==> config.mk <==
export PLATFORM = sky130hd
export DESIGN_NAME = mtsp_ext_mem_queue
export DESIGN_NICKNAME = d
export VERILOG_FILES = /design/src/rtl/mtsp_ext_mem_queue.sv
export SDC_FILE = /design/constraint.sdc
export NUM_CORES = 1
export LEC_CHECK = 0
export ABC_AREA = 1
export CORE_MARGIN = 1
export CORE_UTILIZATION = 30
export CTS_CLUSTER_DIAMETER = 30
export DETAILED_ROUTE_END_ITERATION = 6
export PLACE_DENSITY = 0.48
export SETUP_SLACK_MARGIN = 0.15
export SLEW_MARGIN = 25
export SYNTH_ARGS = -nofsm -noshare
export SYNTH_HDL_FRONTEND = slang
export SYNTH_SLANG_ARGS = --single-unit
export TNS_END_PERCENT = 5
==> constraint.sdc <==
create_clock -name CLK -period 13.09 [get_ports CLK]
set_clock_uncertainty 0.2 [all_clocks]
set_input_delay 2.618 -clock CLK [delete_from_list [all_inputs] [get_ports CLK]]
set_output_delay 2.618 -clock CLK [all_outputs]
set_load 0.005 [all_outputs]
==> src/rtl/mtsp_ext_mem_queue.sv <==
// Memory-request issue stage: DEPTH-entry op FIFO feeding a burst expander.
// Reads expand to LEN+1 beats with striding address and register index.
module mtsp_ext_mem_queue #(
    parameter int ADDR_W = 32,
    parameter int DATA_W = 128,
    parameter int GPR_W  = 6,
    parameter int LEN_W  = 3,
    parameter int DEPTH  = 4,
    parameter int STRIDE = 16
) (
    input  logic                       CLK,
    input  logic                       nRST,
    input  logic                       FLUSH,
    input  logic                       IN_nEN,
    output logic                       IN_READY,
    input  logic                       IN_WRITE,
    input  logic [ADDR_W-1:0]          IN_ADDR,
    input  logic [LEN_W-1:0]           IN_LEN,
    input  logic [GPR_W-1:0]           IN_SRC,
    input  logic [DATA_W-1:0]          IN_DATA,
    output logic                       MEM_nEN,
    input  logic                       MEM_READY,
    output logic                       MEM_WRITE,
    output logic [ADDR_W-1:0]          MEM_ADDR,
    output logic [GPR_W-1:0]           MEM_SRC,
    output logic [DATA_W-1:0]          MEM_DATA,
    output logic                       MEM_LAST,
    output logic [$clog2(DEPTH):0]     LEVEL,
    output logic                       ERR_OVF
);

    localparam int PW = $clog2(DEPTH);
    localparam int CW = PW + 1;

    typedef enum logic {
        IDLE,
        BURST
    } state_t;

    state_t            state;
    logic [CW-1:0]     count;
    logic [PW-1:0]     wr_ptr;
    logic [PW-1:0]     rd_ptr;
    logic [LEN_W-1:0]  beat;
    logic [LEN_W-1:0]  len;

    logic              q_write [DEPTH];
    logic [ADDR_W-1:0] q_addr  [DEPTH];
    logic [LEN_W-1:0]  q_len   [DEPTH];
    logic [GPR_W-1:0]  q_src   [DEPTH];
    logic [DATA_W-1:0] q_data  [DEPTH];

    logic xfer;
    logic accept;
    logic pop;

    // Ready depends only on the registered count, never on this cycle's pop.
    assign IN_READY = (count < CW'(DEPTH));
    assign LEVEL    = count;
    assign xfer     = !MEM_nEN && MEM_READY;
    assign accept   = !IN_nEN && IN_READY && !FLUSH;
    // Pop when idle, or on the final beat so the next op follows without a bubble.
    assign pop      = !FLUSH && (count != '0) &&
                      ((state == IDLE) || (xfer && MEM_LAST));

    // FIFO storage; writes carry no length and reads carry no data.
    always_ff @(posedge CLK) begin
        if (accept) begin
            q_write[wr_ptr] <= IN_WRITE;
            q_addr[wr_ptr]  <= IN_ADDR;
            q_len[wr_ptr]   <= IN_WRITE ? '0 : IN_LEN;
            q_src[wr_ptr]   <= IN_SRC;
            q_data[wr_ptr]  <= IN_WRITE ? IN_DATA : '0;
        end
    end

    // FIFO pointers, occupancy and sticky overflow flag.
    always_ff @(posedge CLK or negedge nRST) begin
        if (!nRST) begin
            wr_ptr  <= '0;
            rd_ptr  <= '0;
            count   <= '0;
            ERR_OVF <= 1'b0;
        end else if (FLUSH) begin
            wr_ptr  <= '0;
            rd_ptr  <= '0;
            count   <= '0;
            ERR_OVF <= 1'b0;
        end else begin
            if (accept)
                wr_ptr <= wr_ptr + PW'(1);
            if (pop)
                rd_ptr <= rd_ptr + PW'(1);
            if (accept && !pop)
                count <= count + CW'(1);
            else if (!accept && pop)
                count <= count - CW'(1);
            if (!IN_nEN && !IN_READY)
                ERR_OVF <= 1'b1;
        end
    end

    // Issue FSM: loads the head op, then steps beats on each transfer.
    always_ff @(posedge CLK or negedge nRST) begin
        if (!nRST) begin
            state     <= IDLE;
            MEM_nEN   <= 1'b1;
            MEM_WRITE <= 1'b0;
            MEM_ADDR  <= '0;
            MEM_SRC   <= '0;
            MEM_DATA  <= '0;
            MEM_LAST  <= 1'b0;
            beat      <= '0;
            len       <= '0;
        end else if (FLUSH) begin
            state    <= IDLE;
            MEM_nEN  <= 1'b1;
            MEM_LAST <= 1'b0;
        end else if (pop) begin
            state     <= BURST;
            MEM_nEN   <= 1'b0;
            MEM_WRITE <= q_write[rd_ptr];
            MEM_ADDR  <= q_addr[rd_ptr];
            MEM_SRC   <= q_src[rd_ptr];
            MEM_DATA  <= q_data[rd_ptr];
            len       <= q_len[rd_ptr];
            beat      <= '0;
            MEM_LAST  <= (q_len[rd_ptr] == '0);
        end else if (xfer) begin
            if (MEM_LAST) begin
                state    <= IDLE;
                MEM_nEN  <= 1'b1;
                MEM_LAST <= 1'b0;
            end else begin
                beat     <= beat + LEN_W'(1);
                MEM_ADDR <= MEM_ADDR + ADDR_W'(STRIDE);
                MEM_SRC  <= MEM_SRC + GPR_W'(1);
                MEM_LAST <= ((beat + LEN_W'(1)) == len);
            end
        end
    end

endmodule

==> impl_metrics.toml <==
[run_status]
status = "completed"

[cells_and_area]
syn_to_final_growth_pct = 35.6
drive_gt1_share_pct = 10.9
fillers = 10700
layout.nets = 3586
mostFrequentLayoutCell = "nor2_1"
multiInputGateArea_um2 = 7850
layout_common_cells = "nor2_1 (819), edfxtp_1 (680), o21ai_0 (353), clkdlybuf4s50_1 (346), nand2_1 (316)"
utilization_pct = 41.2
regArea_um2 = 25000

[global_route]
grt_pass1_wl_mm = 144
grtUsageTotal_pct = 16.4
grt_pass1_vias = 23100
antenna_found_initial = 10
grt_overflow = 0
grt_max_degree = 204

[yosys]
yosys_warnings = 0
synthDistinctLibCells = 35
synth-edff-count = 680
ys_seq_area_share_pct = 73.0
synth_seq_cells = 864
avgSynthCellArea_um2 = 11.5
syn_inst = 2985
syn-num-nets = 3168
synth_ff_type = "edfxtp_1"
syn_area_um2 = 34300
synthArstFlopShare_pct = 21.3

[critical_path]
crit_slowest_cell = "buf_4"
crit_fanout = 42
critPathArrivalTime_ns = 5.81
crit_path_max_incr_delay_ns = 0.66
crit_path_cell_trace = "clkdlybuf4s50_1 > nor2_1 > inv_1 > nor2_1 > inv_1 > nor2_4 > buf_4 > buf_4"
start_kind = "primary input"
cp-end-kind = "flop"
cp.required_ns = 13.25
critical_path_class = "primary input to flop"

[timing]
hold_ws_ns = 0.299
min_period_over_period_pct = 43.2
max_freq_mhz = 177
tightest_slew_ns = 1.01
rsz0062_at_grt = "no"
slew_violations = 0
setup_viol = 0
slew_headroom_pct = 32.4
period_needed_ns = 5.65
hold_violations = 0
fin_setup_tns_ns = 0

[detailed_routing]
vias = 23100
wl_per_cell_um = 18.8
remaining_drc_errors = 0
drtIter0Drc = 1239
via_per_inst = 4.55
wl_mm = 95.6
drt-pass1-iter-count = 5
ant_nets = 0

[placement]
dpl.hpwl_mm = 52.5
routabilityCongestion = 0.829
io_buffer_count = 348

[clocking]
cts_tree = "yes"
clkSlewWorstSetupHoldPaths_ns = 0.04
cts_resized = 0
insertion_delay_ns = 0.77
hold_buffers = 0
clkSinkCount = 864
cts_setup_buffers = 0
htree_levels = 4
clk_path_buf_depth = 3
clockRootBuffer = "clkbuf_16"
cts_inserted_buffers = 205

[floorplanning]
fp-row-count = 123
die_h_um = 340
ios = 349
fp.dieW_um = 340
die-area_um2 = 116000
initial_core_util_pct = 30.4
fp.coreArea_um2 = 113000

[hold_path]
worstHoldPathType = "flop to flop"

[power]
peakVddDrop_v = 0.000136
p_leak_nw = 17.7
power.density_nw_per_um2 = 246

[flow_run]
maxCapViolCount = 0
-- power by group --
group	total (mW)	internal (mW)	switching (mW)
logic	2.54	1.03	1.51
registers	3.71	3.37	0.334
clock network	5.18	3.53	1.64
total	11.4	7.94	3.49
-- metal layers --
layer / global-route usage, % / share of wire, %
met3: 5.40 / 7.4
met4: 5.68 / 2.2
met1: 21.6 / 45
met2: 25.4 / 45
met5: 0 / 0.12
-- flip-flops by register name, summed over array words and instances (netlist names), 3 cells and up --
signal / flops
MEM_SRC: 6
beat: 3
LEVEL: 3
MEM_DATA: 128
q_data: 512
len: 3
q_write: 4
q_addr: 128
q_len: 12
q_src: 24
MEM_ADDR: 32
-- cell families after synthesis --
logic type               count (synthesis)  share of synthesized area [%]
AND/OR/NAND/NOR                       1196                           13.4
flip-flops                             864                           73.0
AO/OA/AOI/OAI                          549                           8.73
buffers and inverters                  354                           4.23
XOR/XNOR                                14                          0.358
adder cells (fa/ha/maj)                  8                          0.314
-- synth_stat cells (2+ instances only) --
library cell	number	share of area, %
nor2_1	823	9.0
edfxtp_1	680	60
o21ai_0	353	5.2
nand2_1	316	3.5
dfrtp_1	183	13
inv_1	179	2.0
a31oi_1	133	2.4
buf_2	82	1.2
clkbuf_1	78	0.85
nand3_1	38	0.55
o22ai_1	28	0.51
a21oi_1	16	0.23
xor2_1	9	0.23
ha_1	7	0.26
o211ai_1	6	0.13
o21ai_1	6	0.088
buf_4	5	0.11
inv_2	5	0.055
nand3b_1	5	0.11
xnor2_1	5	0.13
buf_1	4	0.044
nand2_2	3	0.055
nor2_2	3	0.055
nor3_1	3	0.044
o221ai_1	3	0.077
a22oi_1	2	0.044
nand4_1	2	0.036
-- worst max-delay path, delay by kind of cell --
kind          cells  cell delay, ns
buf+inv           5            1.97
simple gates      3            1.11
-- worst paths after layout --
kind	startpoint	end	slack [ns]	cells after the start
worst max-delay path	IN_nEN	q_data[0][52]	7.44	8
worst min-delay path	ERR_OVF	ERR_OVF	0.30	2
worst max register to register	LEVEL[2]	q_data[0][52]	9.28	7
worst min register to register	ERR_OVF	ERR_OVF	0.30	2
max in group asynchronous	nRST	MEM_DATA[54]	9.62	2
min in group asynchronous	nRST	MEM_ADDR[4]	1.59	1
-- layout make-up --
class                   count  area share [%]
repair buffers            380            8.23
multi-input cells        1767            16.9
flip-flops and latches    864            53.8
well taps                1500            4.04
inverters                 185            1.52
clock inverters           148            4.09
diodes                      1         0.00538
clock buffers             242            11.4
-- metrics by stage --
step / instances / setup slack [ns] / area [µm²] / power, mW
6_report: 5087 / 7.44 / 46500 / 11.4
5_1_grt: 5086 / 7.16 / 46500 / 12.0
4_1_cts: 5083 / 7.41 / 46400 / 11.6
3_5_place_dp: 4693 / 6.60 / 39200 / 6.34
3_3_place_gp: 4693 / 6.62 / 39200 / 6.32
2_1_floorplan: 2985 / 2.04 / 34300 / 5.09
(Power assumes the default switching activity.)
